==> src/rtl/matvec8_pkg.sv <==
// Shared constants, address map and FSM state type for the 8x8 matrix-vector driver.
package matvec8_pkg;

  localparam int N         = 8;
  localparam int IN_W      = 14;
  localparam int OUT_W     = 28;
  localparam int NUM_WORDS = N * N + N;

  localparam logic [6:0] MAT_BASE = 7'd0;
  localparam logic [6:0] VEC_BASE = 7'd64;
  localparam logic [6:0] VEC_END  = 7'd71;

  typedef enum logic [1:0] {
    IDLE,
    SEND_W,
    SEND_X,
    RECV
  } drv_state_t;

  // Addresses above the vector region are silently dropped by the buffer.
  function automatic logic is_operand_addr(input logic [6:0] addr);
    return addr <= VEC_END;
  endfunction

endpackage

==> src/rtl/matvec8_operand_buf.sv <==
// 72-word operand store: 64 matrix words (row-major) followed by 8 vector words.
module matvec8_operand_buf
  import matvec8_pkg::*;
(
  input  logic            clk,
  input  logic            wr_en,
  input  logic [6:0]      wr_addr,
  input  logic [IN_W-1:0] wr_data,
  input  logic [6:0]      rd_addr,
  output logic [IN_W-1:0] rd_data
);

  logic [IN_W-1:0] mem_q [NUM_WORDS];

  always_ff @(posedge clk) begin
    if (wr_en && is_operand_addr(wr_addr)) begin
      mem_q[wr_addr] <= wr_data;
    end
  end

  assign rd_data = mem_q[rd_addr];

endmodule

==> src/rtl/matvec8_driver.sv <==
// Host-side initiator: streams buffered operands into the 8x8 multiplier and
// collects its 8 results into a readable result buffer.
module matvec8_driver
  import matvec8_pkg::*;
(
  input  logic                    clk,
  input  logic                    reset,
  input  logic                    wr_en,
  input  logic [6:0]              wr_addr,
  input  logic signed [IN_W-1:0]  wr_data,
  input  logic                    start,
  input  logic                    send_matrix,
  output logic                    busy,
  output logic                    done,
  output logic                    wr_err,
  input  logic [2:0]              rd_addr,
  output logic signed [OUT_W-1:0] rd_data,
  output logic                    mv_input_valid,
  input  logic                    mv_input_ready,
  output logic signed [IN_W-1:0]  mv_input_data,
  output logic                    mv_new_matrix,
  input  logic                    mv_output_valid,
  output logic                    mv_output_ready,
  input  logic signed [OUT_W-1:0] mv_output_data
);

  drv_state_t state_q, state_d;
  logic [5:0] word_cnt_q, word_cnt_d;
  logic [2:0] vec_idx_q, vec_idx_d;
  logic [2:0] res_idx_q, res_idx_d;
  logic       matrix_loaded_q, matrix_loaded_d;
  logic       busy_q, busy_d;
  logic       done_q, done_d;
  logic       wr_err_q, wr_err_d;
  logic       in_valid_q, in_valid_d;
  logic       new_matrix_q, new_matrix_d;
  logic       out_ready_q, out_ready_d;

  logic [6:0]      send_ptr;
  logic [IN_W-1:0] buf_rd_data;
  logic            buf_wr_en;
  logic            in_fire;
  logic            out_fire;
  logic [OUT_W-1:0] result_q [N];

  // Operands are frozen while a transaction runs so the presented word stays stable.
  assign buf_wr_en = wr_en && !busy_q;
  assign send_ptr  = (state_q == SEND_W) ? (MAT_BASE + {1'b0, word_cnt_q})
                                         : (VEC_BASE + {4'b0, vec_idx_q});
  assign in_fire   = in_valid_q && mv_input_ready;
  assign out_fire  = out_ready_q && mv_output_valid;

  matvec8_operand_buf u_operand_buf (
    .clk     (clk),
    .wr_en   (buf_wr_en),
    .wr_addr (wr_addr),
    .wr_data (wr_data),
    .rd_addr (send_ptr),
    .rd_data (buf_rd_data)
  );

  always_comb begin
    state_d         = state_q;
    word_cnt_d      = word_cnt_q;
    vec_idx_d       = vec_idx_q;
    res_idx_d       = res_idx_q;
    matrix_loaded_d = matrix_loaded_q;
    busy_d          = busy_q;
    done_d          = 1'b0;
    wr_err_d        = wr_err_q;
    in_valid_d      = in_valid_q;
    new_matrix_d    = new_matrix_q;
    out_ready_d     = out_ready_q;

    if (wr_en && busy_q) begin
      wr_err_d = 1'b1;
    end

    case (state_q)
      IDLE: begin
        if (start) begin
          wr_err_d   = 1'b0;
          busy_d     = 1'b1;
          in_valid_d = 1'b1;
          if (send_matrix || !matrix_loaded_q) begin
            state_d      = SEND_W;
            word_cnt_d   = 6'd0;
            new_matrix_d = 1'b1;
          end else begin
            state_d   = SEND_X;
            vec_idx_d = 3'd0;
          end
        end
      end
      SEND_W: begin
        if (in_fire) begin
          new_matrix_d = 1'b0;
          if (word_cnt_q == 6'(N * N - 1)) begin
            state_d         = SEND_X;
            word_cnt_d      = 6'd0;
            vec_idx_d       = 3'd0;
            matrix_loaded_d = 1'b1;
          end else begin
            word_cnt_d = word_cnt_q + 6'd1;
          end
        end
      end
      SEND_X: begin
        if (in_fire) begin
          if (vec_idx_q == 3'(N - 1)) begin
            state_d     = RECV;
            vec_idx_d   = 3'd0;
            in_valid_d  = 1'b0;
            out_ready_d = 1'b1;
            res_idx_d   = 3'd0;
          end else begin
            vec_idx_d = vec_idx_q + 3'd1;
          end
        end
      end
      RECV: begin
        if (out_fire) begin
          if (res_idx_q == 3'(N - 1)) begin
            state_d     = IDLE;
            res_idx_d   = 3'd0;
            out_ready_d = 1'b0;
            busy_d      = 1'b0;
            done_d      = 1'b1;
          end else begin
            res_idx_d = res_idx_q + 3'd1;
          end
        end
      end
      default: state_d = IDLE;
    endcase
  end

  always_ff @(posedge clk or negedge reset) begin
    if (!reset) begin
      state_q         <= IDLE;
      word_cnt_q      <= 6'd0;
      vec_idx_q       <= 3'd0;
      res_idx_q       <= 3'd0;
      matrix_loaded_q <= 1'b0;
      busy_q          <= 1'b0;
      done_q          <= 1'b0;
      wr_err_q        <= 1'b0;
      in_valid_q      <= 1'b0;
      new_matrix_q    <= 1'b0;
      out_ready_q     <= 1'b0;
    end else begin
      state_q         <= state_d;
      word_cnt_q      <= word_cnt_d;
      vec_idx_q       <= vec_idx_d;
      res_idx_q       <= res_idx_d;
      matrix_loaded_q <= matrix_loaded_d;
      busy_q          <= busy_d;
      done_q          <= done_d;
      wr_err_q        <= wr_err_d;
      in_valid_q      <= in_valid_d;
      new_matrix_q    <= new_matrix_d;
      out_ready_q     <= out_ready_d;
    end
  end

  // Result storage is not reset; entries persist until the next capture at that index.
  always_ff @(posedge clk) begin
    if (out_fire) begin
      result_q[res_idx_q] <= mv_output_data;
    end
  end

  assign busy            = busy_q;
  assign done            = done_q;
  assign wr_err          = wr_err_q;
  assign mv_input_valid  = in_valid_q;
  assign mv_input_data   = in_valid_q ? buf_rd_data : '0;
  assign mv_new_matrix   = new_matrix_q;
  assign mv_output_ready = out_ready_q;
  assign rd_data         = result_q[rd_addr];

endmodule

==> config.mk <==
export PLATFORM = sky130hd
export DESIGN_NAME = matvec8_driver
export DESIGN_NICKNAME = d
export VERILOG_FILES = /design/src/rtl/matvec8_pkg.sv /design/src/rtl/matvec8_operand_buf.sv /design/src/rtl/matvec8_driver.sv
export SDC_FILE = /design/constraint.sdc
export NUM_CORES = 1
export LEC_CHECK = 0
export CAP_MARGIN = 0
export CORE_UTILIZATION = 60
export CTS_BUF_LIST = sky130_fd_sc_hd__clkbuf_8
export CTS_CLUSTER_SIZE = 16
export DETAILED_ROUTE_END_ITERATION = 10
export DONT_BUFFER_PORTS = 1
export GPL_TIMING_DRIVEN = 0
export PLACE_DENSITY = 0.76
export SYNTH_ARGS = -nofsm -noshare
export SYNTH_HDL_FRONTEND = slang
export SYNTH_HIERARCHICAL = 1
export SYNTH_SLANG_ARGS = --single-unit
export TNS_END_PERCENT = 1
==> constraint.sdc <==
create_clock -name clk -period 3.6 [get_ports clk]
set_input_delay 0.36 -clock clk [delete_from_list [all_inputs] [get_ports clk]]
set_output_delay 0.36 -clock clk [all_outputs]
set_load 0.02 [all_outputs]
==> flow_metrics.tcl, run 1 <==
set metrics [dict create \
    wl_per_cell_um 31.4 \
    die_w_um 287 \
    fin_crit_ns 4.39 \
    final_antenna_net_count 0 \
    power_leakage_nw 17.6 \
    finalWorstSetupSlack_ns -0.787 \
    critical_path_buf_inv_count 3 \
    hold_path_end "result_q[6][4]" \
    drv_cap 0 \
    layout_common_cells "edfxtp_1 (1,232), mux4_2 (287), clkbuf_8 (191)" \
    drt_iter0_drc 3204 \
    ys_async_sr_fraction_pct 1.68 \
    min-delay-start "mv_output_valid" \
    grt_overflow 0 \
    syn2layout_area_growth_pct 15.2 \
    hold_path_class "input port to register" \
    grt_max_degree 73 \
    antenna_found_initial 3 \
    synth_ff_type "edfxtp_1" \
    vdd_drop_max_v 0.000429 \
    syn_nets 2305 \
    clock.fmax_mhz 228 \
    portBuffers 0 \
    clock_skew_ns 0.0603 \
    drt_pre_antenna_iters 6 \
    initial_core_util_pct 60.6 \
    die_y_um 287 \
    cp_max_fo 10 \
    r2r-end "u_operand_buf/mem_q[63][5]" \
    layout_commonest_cell "edfxtp_1" \
    cts_tree "done" \
    synth-xor-area-share_pct 0 \
    status "finished with violations" \
    drv_slew 0 \
    dp_cells 3321 \
    violations "negative setup slack" \
    finalSetupViolations 28 \
    yosys_register_bits 1253 \
    cp_top_family "multiplexers" \
    grt_use_total_pct 29.2 \
    worstMarginPinSlew_ns 1.17 \
    arrival_ns 4.03 \
    rrSetupSlack_ns -0.02 \
    syn_inst 2237 \
    cts_buffers 188 \
    min_delay_path_depth 2 \
    yosys_warnings 6 \
    stdcell_count 3751 \
    cts.clk_slew.worst_paths_ns 0.06 \
    max_stage_delay_ns 0.54 \
    seq_area_frac_synth_pct 76.9 \
    slowest_stage "o211ai_1" \
    syn_area_mm2 0.0488 \
    utilization_pct 69.9 \
    end_kind "output port" \
    layout.nets 2605 \
    cp.required_ns 3.24 \
    crit_chain "ha_4, buf_6, mux2_4, buf_8, buf_12, mux4_2, mux2i_1, mux2i_1, o211ai_1, nand3_1, and2_4" \
    drc_errors 0 \
    grt_pass1_vias 25199 \
    timing_hold_violations_final 0 \
    synth_compound_area_share_pct 2.55 \
    die_area_mm2 0.0824 \
    htreeDepth 4 \
    ys_types 53 \
    ioPinCount 107 \
    start_kind "register" \
    r2r_start "busy" \
    vias_per_cell 6.62 \
    rsz0062_at_grt "true" \
    fin_crit_sh_pct 122 \
    crit_type "register to output port" \
    cpMostUsedCell "mux2i_1" \
    drive_above_1_share_pct 33.3 \
    vias 24826 \
    cts_sinks 1253 \
    insertion_delay_ns 0.85 \
    synth_top_family_by_area "multiplexers" \
    pre_cts_slack_ns -1.46 \
    wl_mm 118 \
    grt_pass1_wl_mm 170 \
    power_density_mw_per_mm2 683 \
    synthSimpleGateAreaFrac_pct 2.35 \
    synth_mux_area_share_pct 16.5 \
    ff2ff_path_depth 4 \
    clock_path_buffers 3 \
    root_buffer "clkbuf_8" \
    row_count 104 \
    core-area_mm2 0.0804 \
    globalplace.congestion 0.899 \
    yosys.area_share.adder_pct 0.231 \
    maxSlewHeadroom_pct 22.0 \
    synth_edf_count 1232 \
    place_hpwl_mm 72.2 \
    syn_avg_cell_area_um2 21.8 \
]
==> per-layer routing <==
| metal | wire length (um) | vias up | global-route usage [%] | part of all wire (%) |
|---|---|---|---|---|
| li1 | - | 10051 | - | - |
| met4 | 4290 | 8 | 11.7 | 3.6 |
| met3 | 13700 | 291 | 7.73 | 12 |
| met5 | 226 | - | 0 | 0.19 |
| met1 | 42800 | 12779 | 39.6 | 36 |
| met2 | 56800 | 1697 | 45.6 | 48 |
==> registers in the layout, summed over array words and instances (netlist names) <==
| register | count |
|---|---|
| vec_idx_q | 3 |
| done | 1 |
| u_operand_buf/mem_q | 1008 |
| mv_new_matrix | 1 |
| state_q | 2 |
| result_q | 224 |
| res_idx_q | 3 |
| word_cnt_q | 6 |
| mv_output_ready | 1 |
| matrix_loaded_q | 1 |
| wr_err | 1 |
| mv_input_valid | 1 |
| busy | 1 |
==> power by group <==
part / switching (W) / internal (W)
clock network: 0.00554 / 0.00542
registers: 0.000116 / 0.0162
logic: 0.00612 / 0.00495
total: 0.0118 / 0.0266
==> how the worst max path moves through the flow <==
stage	start	to	slack [ns]	cells past startpoint
2_1_floorplan	state_q[1]	mv_input_data[12]	0.31	12
3_3_place_gp	mv_output_ready	result_q[0][14]	-1.41	2
3_5_place_dp	state_q[1]	mv_input_data[5]	-1.46	14
4_1_cts	state_q[1]	mv_input_data[4]	-0.84	13
5_1_grt	state_q[0]	mv_input_data[5]	-0.83	11
6_report	state_q[0]	mv_input_data[4]	-0.79	11
==> synth_stat cells, types with 6 or more instances <==
cell type,count,share of area (%)
dfrtp_1,21,1.1
a21o_1,7,0.11
and2_1,22,0.28
buf_2,47,0.48
or2_2,6,0.077
mux2_2,55,1.3
ha_1,9,0.23
nand3_1,24,0.25
edfxtp_1,1232,76
buf_4,16,0.25
a221oi_1,16,0.29
o21ai_0,23,0.24
nand3b_1,6,0.092
inv_1,9,0.069
a21oi_1,21,0.22
nor2_1,93,0.72
mux4_1,8,0.43
mux2i_1,74,1.5
mux4_2,287,13
buf_6,9,0.21
nand2b_1,9,0.12
a22oi_1,46,0.71
nor2b_1,17,0.22
nand2_1,52,0.40
clkbuf_1,42,0.32
a21boi_0,6,0.092
o211ai_1,20,0.31
==> logic make-up after synthesis <==
group	after synthesis
simple gates	244
buf+inv	128
compound gates	176
mux	427
fa+ha+maj	9
flops	1253
==> through the flow <==
stage          TNS (ns)  hold WS (ns)  area (um2)  total power, W
6_report          -9.92         0.111       56200          0.0384
5_1_grt          -15.00        0.0796       56200          0.0395
4_1_cts          -26.02       0.00898       55900          0.0380
3_5_place_dp     -84.33        0.0648       50600          0.0257
3_3_place_gp    -247.62        0.0649       50100          0.0255
2_1_floorplan         0        0.0644       48800          0.0228
==> worst reg2reg max path, cell delays in order, from the launching register on <==
cell and delay [ns]:
dfrtp_1 0.50, nor2b_2 0.49, and2_1 0.26, nand4_1 0.81, nor2_2 1.14
==> area by class of cell <==
type                    instances  area [um2]
flip-flops and latches       1253       37500
fillers                      4596       24200
multi-input cells             856       11200
clock buffers                 188        2590
repair buffers                117        1500
well taps                    1060        1330
plain buffers                 111        1040
clock inverters               154         970
inverters                      10        38.8
diodes                          2        5.00
==> timing repair <==
| item | 4_1_cts | 5_1_grt |
|---|---|---|
| pin swaps | 8 | 11 |
| gates cloned | 2 | 0 |
| endpoints found under the setup margin | 448 | 714 |
| hold buffers | 63 | 0 |
| endpoints found under the hold margin | 1285 | 0 |
| setup buffers | 19 | 8 |
| gates resized for setup | 221 | 74 |
(Power assumes the default switching activity.)
==> run 2, diff against run 1 <==
--- a/config.mk
+++ b/config.mk
@@ -6,13 +6,13 @@
 export NUM_CORES = 1
 export LEC_CHECK = 0
 export CAP_MARGIN = 0
-export CORE_UTILIZATION = 60
+export CORE_UTILIZATION = 59
 export CTS_BUF_LIST = sky130_fd_sc_hd__clkbuf_8
 export CTS_CLUSTER_SIZE = 16
 export DETAILED_ROUTE_END_ITERATION = 10
 export DONT_BUFFER_PORTS = 1
 export GPL_TIMING_DRIVEN = 0
-export PLACE_DENSITY = 0.76
+export PLACE_DENSITY = 0.78
 export SYNTH_ARGS = -nofsm -noshare
 export SYNTH_HDL_FRONTEND = slang
 export SYNTH_HIERARCHICAL = 1
==> constraint.sdc (replaced) <==
create_clock -name clk -period 3.8 [get_ports clk]
set_input_delay 0.38 -clock clk [delete_from_list [all_inputs] [get_ports clk]]
set_output_delay 0.38 -clock clk [all_outputs]
set_load 0.02 [all_outputs]
==> run 2 against run 1 <==
Effect of this change: the run still ends with negative setup slack left; total power fell by 7.1%; global-route usage shrank 1.1 points; routed wire length shrank 2.0%; clock-buffer cell count is the same; clock skew shrank 0.026 ns; non-clock buffer count shrank 12; critical path type unchanged; largest power group unchanged.
==> flow_metrics.tcl, run 2 (synthesis results as in run 1) <==
set metrics [dict create \
    end_kind "output port" \
    cts_tree "done" \
    drv_cap 0 \
    hold_path_class "input port to register" \
    fin_crit_sh_pct 119 \
    cp_top_family "multiplexers" \
    grt_use_total_pct 28.0 \
    fin_crit_ns 4.52 \
    cp_max_fo 8 \
    layout.nets 2592 \
    worstMarginPinSlew_ns 1.21 \
    status "finished with violations" \
    grt_pass1_wl_mm 166 \
    reg.largest.list "u_operand_buf/mem_q (1008), result_q (224), word_cnt_q (6)" \
    hold_path_end "u_operand_buf/mem_q[18][5]" \
    min_delay_path_depth 2 \
    placed_cell_area_mm2 0.0505 \
    rsz0062_at_grt "true" \
    finalWorstSetupSlack_ns -0.720 \
    drive_above_1_share_pct 31.7 \
    crit_type "register to output port" \
    die_area_mm2 0.0838 \
    die_w_um 290 \
    ff2ff_path_depth 4 \
    rrSetupSlack_ns -0.02 \
    portBuffers 0 \
    min-delay-start "wr_addr[0]" \
    start_kind "register" \
    globalplace.congestion 0.925 \
    finalSetupViolations 22 \
    vdd_drop_max_v 0.000417 \
    vias 24879 \
    vias_per_cell 6.64 \
    wl_mm 115 \
    dp_cells 3327 \
    cts.clk_slew.worst_paths_ns 0.06 \
    initial_core_util_pct 59.5 \
    place_hpwl_mm 71.9 \
    maxSlewHeadroom_pct 19.3 \
    htreeDepth 4 \
    violations "negative setup slack" \
    insertion_delay_ns 0.83 \
    cts_sinks 1253 \
    power_leakage_nw 17.4 \
    ioPinCount 107 \
    largest_reg_flops 1008 \
    cp.required_ns 3.42 \
    critical_path_buf_inv_count 5 \
    timing_hold_violations_final 0 \
    final_antenna_net_count 0 \
    drt_iter0_drc 3588 \
    grt_max_degree 73 \
    cts_buffers 187 \
    drv_slew 0 \
    clock.fmax_mhz 221 \
    layout_commonest_cell "edfxtp_1" \
    grt_pass1_vias 25038 \
    r2r-end "u_operand_buf/mem_q[31][7]" \
    max_stage_delay_ns 0.53 \
    final_area_mm2 0.0557 \
    core-area_mm2 0.0820 \
    drt_pre_antenna_iters 6 \
    root_buffer "clkbuf_8" \
    syn2layout_area_growth_pct 14.2 \
    top_register "u_operand_buf/mem_q" \
    cp-startpoint "state_q[1]" \
    grt_overflow 0 \
    stdcell_count 3746 \
    die_y_um 290 \
    r2r_start "busy" \
    antenna_found_initial 3 \
    row_count 105 \
    layout_common_cells "edfxtp_1 (1,232), mux4_2 (287), clkbuf_8 (191)" \
    drc_errors 0 \
    cpMostUsedCell "buf_12" \
    crit_chain "inv_2, ha_4, buf_6, mux2_4, buf_12, buf_12, buf_16, mux4_2, mux2i_4, mux2i_1, o211ai_1, nand3_1, and2_4" \
    clock_skew_ns 0.0344 \
    clock_path_buffers 3 \
    power_density_mw_per_mm2 640 \
    slowest_stage "o211ai_1" \
    wl_per_cell_um 30.8 \
    arrival_ns 4.14 \
]
run 2: cell types whose count changed in the layout (fill, tap and decap cells not counted), moves of 5 or more:
cell	change
a21boi_0	+5
a21boi_2	-6
buf_8	-5
clkinv_2	-8
inv_1	+10
inv_16	-5
o21ai_1	+5
o221ai_1	+5
o221ai_2	-5
run 2: cell type report:
class                   instances  area [um2]
diodes                          1        2.50
inverters                      10        38.8
well taps                    1070        1340
flip-flops and latches       1253       37500
clock inverters               152         754
repair buffers                100        1310
clock buffers                 188        2590
plain buffers                 116        1080
multi-input cells             856       11100
fillers                      4780       26300
run 2: power by group:
group	internal [W]	total, W	leakage [nW]	switching (W)
sequential	0.0154	0.0155	11.4	0.000119
clock	0.00478	0.00985	1.93	0.00507
combinational	0.00453	0.0103	4.10	0.00578
run 2: layer usage:
metal | vias up | routed length (um) | track usage [%]
met4 | 4 | 4200 | 11.3
met2 | 1740 | 54500 | 42.9
met5 | - | 24 | 0
li1 | 10019 | - | -
met3 | 258 | 15000 | 8.59
met1 | 12858 | 41700 | 38.2
run 2: metrics by stage:
step / hold WS [ns] / TNS [ns] / worst slack (ns) / total power (W) / util [%]
after global placement: 0.0849 / -117.07 / -1.24 / 0.0242 / 61.1
final: 0.0658 / -8.73 / -0.720 / 0.0357 / 68.0
after CTS: 0.00184 / -10.23 / -0.652 / 0.0355 / 67.8
after global routing: 0.0418 / -15.36 / -0.736 / 0.0367 / 68.0
after floorplan: 0.0844 / 0 / 0.487 / 0.0216 / -
after detailed placement: 0.0849 / -44.37 / -1.02 / 0.0244 / 61.6
run 2: worst max-delay path by stage:
stage                         to  slack (ns)  cells past startpoint
6_report        mv_input_data[4]       -0.72                     13
5_1_grt         mv_input_data[4]       -0.74                     13
4_1_cts         mv_input_data[4]       -0.65                     12
3_5_place_dp    mv_input_data[4]       -1.02                     14
3_3_place_gp     result_q[0][15]       -1.24                      2
2_1_floorplan  mv_input_data[12]        0.49                     12
run 2: repair_timing:
| action | in CTS | in global routing |
|---|---|---|
| buffers inserted | 14 | 0 |
| cloned | 2 | 0 |
| pin swaps | 10 | 8 |
| hold buffers | 62 | 0 |
| resized for setup | 243 | 17 |
| endpoints found under the setup margin | 443 | 256 |
| endpoints found under the hold margin | 1272 | 0 |
